File: src/rtl/cnn_window_pkg.sv
// Shared types and constants for the multi-channel sliding-window buffer.
// Optional build macro used by this design family: CNN_WINDOW_ZERO_FLUSH_EN.
package cnn_window_pkg;

  // Default geometry: 12-bit samples, 5-tap window, single channel.
  localparam int DEF_IN_WIDTH = 12;
  localparam int DEF_N        = 5;
  localparam int DEF_CH       = 1;
  localparam int DEF_STRIDE_W = 3;

  // Controller state, kept as a plain vector so older tools and dumps read it directly.
  typedef logic [0:0] state_t;
  localparam state_t ST_FILL   = 1'b0;
  localparam state_t ST_STEADY = 1'b1;

  // LSB position of tap k / channel c inside the flattened window bus.
  function automatic int tap_lsb(input int k, input int c, input int ch, input int width);
    return (k * ch + c) * width;
  endfunction

endpackage

File: src/rtl/cnn_window_ctrl.sv
// Window controller: fill tracking, stride pacing, out_valid / in_ready
// handshake, and the shift enable for the tap datapath.
module cnn_window_ctrl
  import cnn_window_pkg::*;
#(
  parameter int N        = DEF_N,
  parameter int STRIDE_W = DEF_STRIDE_W,
  parameter int CNT_W    = $clog2(N + 1)
) (
  input  logic                clk,
  input  logic                rst_n,
  input  logic                flush,
  input  logic [STRIDE_W-1:0] stride,
  input  logic                in_valid,
  input  logic                out_ready,
  output logic                in_ready,
  output logic                out_valid,
  output logic [CNT_W-1:0]    fill_cnt,
  output logic                shift_en
);

  state_t              state;
  logic [STRIDE_W-1:0] stride_reg;
  logic [STRIDE_W-1:0] stride_cnt;
  logic                accept;

  // A held window blocks new samples, which is what keeps x_out stable.
  assign in_ready = !out_valid || out_ready;
  // A flush cycle swallows any sample presented alongside it.
  assign accept   = in_valid && in_ready && !flush;
  assign shift_en = accept;

  // Fill/stride state machine and window strobe.
  // NOTE: state registers use non-blocking assignments so every register
  // samples the pre-edge values of the others, independent of statement order.
  always_ff @(posedge clk or negedge rst_n) begin
    if (!rst_n) begin
      state      <= ST_FILL;
      fill_cnt   <= '0;
      out_valid  <= 1'b0;
      stride_reg <= STRIDE_W'(1);
      stride_cnt <= '0;
    end else if (flush) begin
      state      <= ST_FILL;
      fill_cnt   <= '0;
      out_valid  <= 1'b0;
      stride_cnt <= '0;
      // Stride 0 would never emit; treat it as every sample.
      stride_reg <= (stride == '0) ? STRIDE_W'(1) : stride;
    end else if (state == ST_FILL) begin
      if (accept) begin
        fill_cnt <= fill_cnt + CNT_W'(1);
        if (fill_cnt == CNT_W'(N - 1)) begin
          out_valid  <= 1'b1;
          stride_cnt <= '0;
          state      <= ST_STEADY;
        end else begin
          out_valid <= 1'b0;
        end
      end else if (out_ready) begin
        out_valid <= 1'b0;
      end
    end else begin
      // Steady state: fill_cnt stays saturated at N.
      if (accept) begin
        if (stride_cnt == stride_reg - STRIDE_W'(1)) begin
          out_valid  <= 1'b1;
          stride_cnt <= '0;
        end else begin
          out_valid  <= 1'b0;
          stride_cnt <= stride_cnt + STRIDE_W'(1);
        end
      end else if (out_ready) begin
        out_valid <= 1'b0;
      end
    end
  end

endmodule

File: src/rtl/cnn_window_buffer.sv
// Multi-channel sliding-window shift buffer feeding the MAC array.
// Build option: define CNN_WINDOW_ZERO_FLUSH_EN to clear all taps on flush;
// without it the taps keep stale data across flush and out_valid alone
// qualifies the window.
module cnn_window_buffer
  import cnn_window_pkg::*;
#(
  parameter  int IN_WIDTH = DEF_IN_WIDTH,
  parameter  int N        = DEF_N,
  parameter  int CH       = DEF_CH,
  parameter  int STRIDE_W = DEF_STRIDE_W,
  localparam int CNT_W    = $clog2(N + 1)
) (
  input  logic                     clk,
  input  logic                     rst_n,
  input  logic                     flush,
  input  logic [STRIDE_W-1:0]      stride,
  input  logic                     in_valid,
  output logic                     in_ready,
  input  logic [CH*IN_WIDTH-1:0]   x_in,
  output logic                     out_valid,
  input  logic                     out_ready,
  output logic [CH*N*IN_WIDTH-1:0] x_out,
  output logic [CNT_W-1:0]         fill_cnt
);

  localparam int SW = CH * IN_WIDTH;

  logic          shift_en;
  logic [SW-1:0] tap_q [N];

  cnn_window_ctrl #(
    .N        (N),
    .STRIDE_W (STRIDE_W),
    .CNT_W    (CNT_W)
  ) u_ctrl (
    .clk       (clk),
    .rst_n     (rst_n),
    .flush     (flush),
    .stride    (stride),
    .in_valid  (in_valid),
    .out_ready (out_ready),
    .in_ready  (in_ready),
    .out_valid (out_valid),
    .fill_cnt  (fill_cnt),
    .shift_en  (shift_en)
  );

  for (genvar k = 0; k < N; k++) begin : g_tap
    logic [SW-1:0] q;
    logic [SW-1:0] d;

    // Tap 0 takes the new sample; every other tap takes its younger neighbour.
    if (k == 0) begin : g_head
      assign d = x_in;
    end else begin : g_body
      assign d = tap_q[k-1];
    end

    // Tap register: shifts only on an accepted sample.
    // NOTE: the taps are reset because downstream sees x_out directly and
    // expects zeros out of reset; a pure data RAM would not need this.
    always_ff @(posedge clk or negedge rst_n) begin
      if (!rst_n) begin
        q <= '0;
`ifdef CNN_WINDOW_ZERO_FLUSH_EN
      end else if (flush) begin
        q <= '0;
`endif
      end else if (shift_en) begin
        q <= d;
      end
    end

    assign tap_q[k] = q;

    for (genvar c = 0; c < CH; c++) begin : g_ch
      assign x_out[tap_lsb(k, c, CH, IN_WIDTH) +: IN_WIDTH] = q[c*IN_WIDTH +: IN_WIDTH];
    end
  end

endmodule

File: config.mk
export PLATFORM = sky130hd
export DESIGN_NAME = cnn_window_buffer
export DESIGN_NICKNAME = d
export VERILOG_FILES = /design/src/rtl/cnn_window_pkg.sv /design/src/rtl/cnn_window_ctrl.sv /design/src/rtl/cnn_window_buffer.sv
export SDC_FILE = /design/constraint.sdc
export NUM_CORES = 1
export LEC_CHECK = 0
export ABC_AREA = 0
export BUFFER_PORTS_ARGS = -buffer_cell sky130_fd_sc_hd__buf_2
export CAP_MARGIN = 15
export CORE_MARGIN = 2
export CORE_UTILIZATION = 45
export CTS_BUF_LIST = sky130_fd_sc_hd__clkbuf_4
export DETAILED_ROUTE_END_ITERATION = 10
export PLACE_DENSITY_LB_ADDON = 0.08
export SLEW_MARGIN = 5
export SYNTH_ARGS = -nofsm -noshare
export SYNTH_HDL_FRONTEND = slang
export SYNTH_SLANG_ARGS = --single-unit
File: constraint.sdc
create_clock -name clk -period 4.4 [get_ports clk]
set_clock_uncertainty 0.2 [all_clocks]
set_input_delay 1.1 -clock clk [delete_from_list [all_inputs] [get_ports clk]]
set_output_delay 1.1 -clock clk [all_outputs]
set_load 0.01 [all_outputs]
Yosys cells after proc, flatten, opt, wreduce, memory -nomap -nowiden

Index checks and enable logic that the tools add are counted.

Register bits after elaboration: 71
Bits of input ports: 20
Output and inout port bits: 65
Logic and storage cells: 46

Add/subtract/negate cells: 3
Eq/ne operators: 3
Mux-type cells: 20
Reduce and logical (&&, ||, !) cells: 10

Operators with widths:

| kind                                                                | number |
|---|---|
| 3-bit two-way mux                                                   | 10 |
| 1-bit two-way mux                                                   | 10 |
| 3-bit by 1-bit adder with 3-bit output (second input constant)      | 2 |
| 2-bit AND reduction                                                 | 2 |
| 3-bit == test                                                       | 1 |
| 3-bit == test (second input constant)                               | 1 |
| 3-bit zero test                                                     | 1 |
| 3-bit nonzero test                                                  | 1 |
| 3-bit by 1-bit subtractor with 3-bit output (second input constant) | 1 |
| 1-bit logical AND                                                   | 2 |
| 1-bit zero test                                                     | 2 |
| 2-bit != test (second input constant)                               | 1 |
| 2-bit nonzero test                                                  | 1 |
| 1-bit logical OR                                                    | 1 |

Longest topological paths before layout

Gate-level depths: netlist of run 1.

Word-level depth: 7
Depth in mapped cells: 6
Gate-level depth less buffers: 6

Hierarchy

Synthesis of run 1 repeated with hierarchy kept, for this count alone.

Cells, all modules: 188
Area total of the unflattened synthesis: 3,171.8 um^2

By module, submodules not included:

| module            | instances | cells each | area each (um^2) | sequential area each (um^2) |
|---|---|---|---|---|
| cnn_window_buffer | 1         | 127        | 2,533.7          | 1,501.4 |
| cnn_window_ctrl   | 1         | 61         | 638.1            | 276.5 |

Worst setup path after synthesis of run 1

OpenSTA, ideal clock, no wires.

Kind: input -> output
Start point: in out_ready
End point: out in_ready
Data arrival time: 1.401 ns
Required time: 3.100 ns
Slack: 1.699 ns
Cell stages on the path: 2
Buffers on the path: 0
Path through: nor2b_1 > inv_1

Longest elaborated chain between the ends: 1

RTL lines:

| item             | RTL line                | source |
|---|---|---|
| start, declared  | cnn_window_buffer.sv:22 | `input logic out_ready,` |
| 1-bit logical OR | cnn_window_ctrl.sv:28   | `assign in_ready = !out_valid \|\| out_ready;` |
| end, declared    | cnn_window_buffer.sv:19 | `output logic in_ready,` |

No other way between the ends.

Final worst setup path of run 1

Ends and elaborated chain as after synthesis.

==> run metrics, run 1 <==
die area=0.006931 mm²; initial antenna violation count=0; reg2reg end=u_ctrl.stride_cnt[2]; Synth Instances=184; Fillers=525; fin crit period=3.066 ns; largest net degree at the start of global routing=62; Routed Antenna Nets=0; sequential share of power=49.4%; CTS resizes=0; I/O Buffers=84; Slowest-stage cell, CP=nor2b_1; hold_ws=0.3109 ns; distinct cell type count after synthesis=29; GRT overflow=0; Worst-Margin Slew=0.7718 ns; Synth top area share=61.97%; Fin Setup TNS=0 ns; DRT iter0 DRCs=51; sw power=0.5656 mW; Tcrit/Tclk final=69.69%; Hold Path Stages=1; post-synthesis sequential area ratio=62.90%; total wire length=4894 µm; RSZ-0062 raised after global routing=no; CTS tree=yes; Skew-Pair Late Insertion Delay=0.37 ns; Critical Path RT=3.10 ns; Root Buffer=clkbuf_4; CP Class=in -> out; TritonRoute pass-1 iters=4; vias in the first global route=1741; Yosys reg bits=71; Longest Clk Path Bufs=2; worst hold path type=reg -> reg; Async S/R FF share, synth=100.0%; area leader, netlist=dfrtp_1; Std-Cell Rows=28; Worst path depth=4; critical path arrival=1.77 ns; Crit path top cell by count=buf_2; Synth Net Count=208; hold_buf cts=0; Area Growth Syn to Fin=23.73%; Overall Global Routing Usage=15.28%; maximum VDD drop=0.2844 mV; H-tree depth=3; max reg flops=60; Post-Syn Area=0.002826 mm²; P_leak=1.686 nW; HP Start=g_tap[4].q[2]; fmax=326.1 MHz; CP max stage delay=0.25 ns; Slew Limit Headroom=48.55%; Worst Setup End Kind=output pin; Hold Crit Endpoint=g_tap[4].q[2]; YS warnings=0; P per Cell Area=552.9 mW/mm²; P_int=1.368 mW; placed instance area=0.003336 mm²; Worst Path Max Fanout=5; routed len/inst=13.79 µm; CTS Buf Count=9; Top FF cell, synth=dfrtp_1; reg2reg setup slack=2.30 ns; starting density of the core=47.18%; top cells by area, synth=dfrtp_1 (62%), mux2_2 (25%), ha_1 (1.8%), xnor2_1 (1.2%), buf_2 (1.1%); crit path launch type=input port; vias after detailed routing=1754; Final setup violation count=0; Final GP Congestion=0.6764; depth of the most critical reg-to-reg path=6; Final nets=299; final hold violation count=0; Worst Path Buf+Inv=3; Sequential Area=0.001778 mm²; max cap viols=0; Die H=83.25 µm; DP HPWL=3357 µm; Multi-input gate area=994.7 µm²; Syn Area/Cell=15.36 µm²; worst path cell trace=buf_2 > nor2b_1 > inv_1 > buf_2; largest register by flop count=g_tap.q; Clk pwr share=23.8%; clock-pin transition on the worst setup and hold timing paths=0.10 ns; first-pass GRT wire length=8473 µm; drt drc=0; fin cells=355; Net Sw Frac=29.25%; pins over their slew limit=0; Logic pwr share=26.8%; die extent in x=83.25 µm; Post-synth EDFFs=0; share of layout cells above drive strength 1=60.36%; CP delay by family, top=buffers and inverters; reg-to-reg startpoint=u_ctrl.stride_reg[0]; num ports=85; antenna cells=0; Post-CTS Setup Bufs=0; drt via density=4.941; core box area=0.005991 mm²; status=finished clean; Finished Cell Area=0.003497 mm²; placed insts=339; CTS Sinks=71
## power by group through the flow
stage	clock (mW)	combinational (mW)	sequential, mW
6_report	0.459	0.519	0.956
4_1_cts	0.480	0.530	0.958
3_5_place_dp	0	0.528	0.971
5_1_grt	0.513	0.562	0.991
3_3_place_gp	0	0.520	0.967
2_1_floorplan	0	0.199	1.05
## metrics by stage
stage | power [mW] | setup WS (ns) | util [%]
2_1_floorplan | 1.246 | 1.699 | -
3_3_place_gp | 1.488 | 1.361 | 55.68
3_5_place_dp | 1.500 | 1.350 | 55.68
4_1_cts | 1.968 | 1.334 | 58.38
5_1_grt | 2.066 | 1.236 | 58.38
6_report | 1.934 | 1.334 | 58.38
## cell usage after synthesis (2+ instances only)
| library cell | n |
|---|---|
| o21ai_0 | 3 |
| ha_1 | 4 |
| mux2_2 | 62 |
| inv_1 | 7 |
| nand2_1 | 2 |
| nor2_1 | 5 |
| dfrtp_1 | 70 |
| buf_2 | 6 |
| nor2b_1 | 2 |
| xnor2_1 | 4 |
## layout by cell type, fill, tap and decap left out, types with 3 or more instances in the layout
cell / n
o21ai_0: 3
mux2_2: 62
buf_4: 3
xnor2_1: 4
clkbuf_4: 12
inv_1: 7
ha_1: 4
dfrtp_1: 70
buf_2: 84
nor2_1: 5
## layout make-up
cell class,instances,share of cell area (%)
clock inverter,4,2.039
clock buffer,12,2.576
multi-input combinational,99,28.44
sequential,71,50.84
inverter,7,0.7513
tap,75,2.683
timing repair buffer,87,12.67
## worst reg2reg max path: stages, from the launching register on
cell     delay (ns)
dfstp_2        0.55
inv_1          0.06
ha_1           0.22
xor3_1         0.20
o31ai_2        0.30
nor2b_1        0.12
a311o_1        0.35
## cells by family after synthesis
logic type | after synthesis | share of synthesized area, %
xor+xnor | 6 | 2.390
compound gates | 10 | 2.656
mux | 63 | 25.06
buf+inv | 14 | 2.125
fa+ha+maj | 4 | 1.771
flops | 71 | 62.90
simple gates | 16 | 3.099
## worst max-delay path by stage
stage,startpoint,endpoint,slack (ns)
finish,out_ready,in_ready,1.33
global route,out_ready,in_ready,1.24
CTS,out_ready,in_ready,1.33
detailed placement,out_ready,in_ready,1.35
global placement,out_ready,in_ready,1.36
floorplan,out_ready,in_ready,1.70
## layer usage
layer | GRT usage [%] | share of wire [%] | up-vias
met5 | 0 | 0 | -
met4 | 5.812 | 0.69 | 0
met3 | 4.274 | 6.4 | 4
met2 | 22.07 | 44 | 57
met1 | 21.99 | 49 | 857
li1 | - | - | 836
(Power assumes the default switching activity.)
==> run 2, diff against run 1 <==
Clock period 4.4 ns to 2.55 ns, I/O delays scaled along.
==> run 2 against run 1 <==
First-iteration DRC count is the same. Critical path depth shrank 1. Cell area grew 1.7%. Sequential cell count is the same. Critical endpoint unchanged. Utilization grew 1.0 points. Worst hold slack lost 0.070 ns. Final cell count grew 0.56%. Sequential power grew 74%. Count of clock-buffer cells in the layout shrank 3. Sequential share of layout area shrank 0.86 points. Total power grew 78%.
==> run metrics, run 2 (synthesized netlist as in run 1, its figures left out) <==
Worst Setup End Kind=output pin; CTS tree=yes; fmax=450.1 MHz; Final nets=301 (+0.67%); num ports=85 (unchanged); max reg flops=60 (unchanged); max cap viols=0 (unchanged); CTS resizes=0 (unchanged); P per Cell Area=966.9 mW/mm² (+75%); worst hold path type=in -> reg; status=finished clean; GRT overflow=0 (unchanged); core box area=0.005991 mm² (unchanged); hold_ws=0.2411 ns (-0.06975 ns); critical path arrival=1.38 ns (-0.39 ns); Slew Limit Headroom=65.77% (+17 points); Final GP Congestion=0.7682 (+14%); die area=0.006931 mm² (unchanged); largest register by flop count=g_tap.q; pins over their slew limit=0 (unchanged); vias in the first global route=1808 (+3.8%); Hold Crit Endpoint=u_ctrl.stride_reg[1]; fin crit period=2.222 ns; Routed Antenna Nets=0 (unchanged); antenna cells=0 (unchanged); DP HPWL=3475 µm (+3.5%); first-pass GRT wire length=8680 µm (+2.4%); Longest Clk Path Bufs=2 (unchanged); total wire length=5077 µm (+3.7%); CP Class=reg -> out; Critical Path RT=1.71 ns (-1.39 ns); clock-pin transition on the worst setup and hold timing paths=0.12 ns (+0.02 ns); Finished Cell Area=0.003557 mm² (+1.7%); Tcrit/Tclk final=87.13%; Hold Path Stages=3 (+2); RSZ-0062 raised after global routing=no; die extent in x=83.25 µm (unchanged); Layout Utilization=59.38% (+1.0 points); Skew-Pair Late Insertion Delay=0.40 ns (+0.03 ns); P_leak=1.713 nW (+1.6%); fin cells=357 (+0.56%); Fillers=512 (-2.5%); HP Start=stride[1]; largest net degree at the start of global routing=52 (-16%); maximum VDD drop=0.6096 mV (+110%); reg2reg end=u_ctrl.stride_cnt[2]; Die H=83.25 µm (unchanged); vias after detailed routing=1762 (+0.46%); starting density of the core=47.18% (unchanged); Worst-Margin Slew=0.5135 ns (-0.2583 ns); DRT iter0 DRCs=51 (unchanged); CTS Sinks=71 (unchanged); Std-Cell Rows=28 (unchanged); Final setup violation count=0 (unchanged); routed len/inst=14.22 µm (+3.2%); most common cell after layout, fill and taps aside=buf_2; Root Buffer=clkbuf_4; drt via density=4.936 (-0.11%); Worst Path Max Fanout=5 (unchanged); H-tree depth=3 (unchanged); Fin Setup TNS=0 ns (unchanged); Area Growth Syn to Fin=25.85%; reg-to-reg startpoint=u_ctrl.stride_reg[0]; placed instance area=0.003368 mm² (+0.98%); depth of the most critical reg-to-reg path=6 (unchanged); Overall Global Routing Usage=15.68% (+0.40 points); commonest non-fill, non-tap cells in the layout=buf_2 (84), dfrtp_1 (70), mux2_2 (62); crit path launch type=flop; TritonRoute pass-1 iters=4 (unchanged); final hold violation count=0 (unchanged); share of layout cells above drive strength 1=59.93% (-0.43 points); CTS Buf Count=9 (unchanged); placed insts=340 (+0.29%); reg2reg setup slack=0.43 ns (-1.87 ns); drt drc=0 (unchanged); I/O Buffers=84 (unchanged); initial antenna violation count=0 (unchanged)
## run 2: how the worst max path moves through the flow
stage | startpoint | end | slack, ns | cells after the start
3_5_place_dp | in_valid | g_tap[3].q[1] | 0.37 | 5
2_1_floorplan | u_ctrl.stride_reg[0] | u_ctrl.stride_cnt[2] | 0.57 | 6
4_1_cts | u_ctrl.out_valid | in_ready | 0.31 | 3
5_1_grt | u_ctrl.out_valid | in_ready | 0.20 | 3
6_report | u_ctrl.out_valid | in_ready | 0.33 | 3
3_3_place_gp | in_valid | g_tap[2].q[1] | 0.38 | 5
## run 2: metal layers
layer | wire [µm] | share of wire (%) | global-route usage [%] | vias to the layer above
met5 | 0 | 0 | 0 | -
met1 | 2463 | 49 | 21.66 | 851
met4 | 100 | 2.0 | 7.601 | 0
met3 | 331 | 6.5 | 4.871 | 9
met2 | 2182 | 43 | 22.43 | 65
li1 | - | - | - | 837
## run 2: what timing repair did
action / CTS / global route
hold buffers: 1 / 0
buffers inserted: 0 / 0
endpoints found under the hold margin: 19 / 0
## run 2: final cells by class
class | count | area [µm²] | area share (%)
Tap cell | 75 | 93.84 | 2.638
Timing Repair Buffer | 89 | 485.5 | 13.65
Clock buffer | 9 | 67.56 | 1.899
Sequential cell | 71 | 1778 | 49.98
Multi-Input combinational cell | 99 | 994.7 | 27.96
Clock inverter | 7 | 111.4 | 3.131
Inverter | 7 | 26.28 | 0.7387
## run 2: power breakdown
| part | internal [mW] | switching, mW |
|---|---|---|
| registers | 1.45 | 0.212 |
| clock network | 0.490 | 0.385 |
| logic | 0.491 | 0.414 |
## run 2: through the flow
stage / worst slack [ns] / power (mW)
3_5_place_dp: 0.3682 / 2.604
2_1_floorplan: 0.5685 / 2.150
6_report: 0.3282 / 3.440
4_1_cts: 0.3126 / 3.491
5_1_grt: 0.1962 / 3.662
3_3_place_gp: 0.3835 / 2.579
## run 2: critical path, cell delays in order, from the launching register on
cell	delay [ns]
dfrtp_1	0.35
nor2b_1	0.31
inv_1	0.16
buf_2	0.17
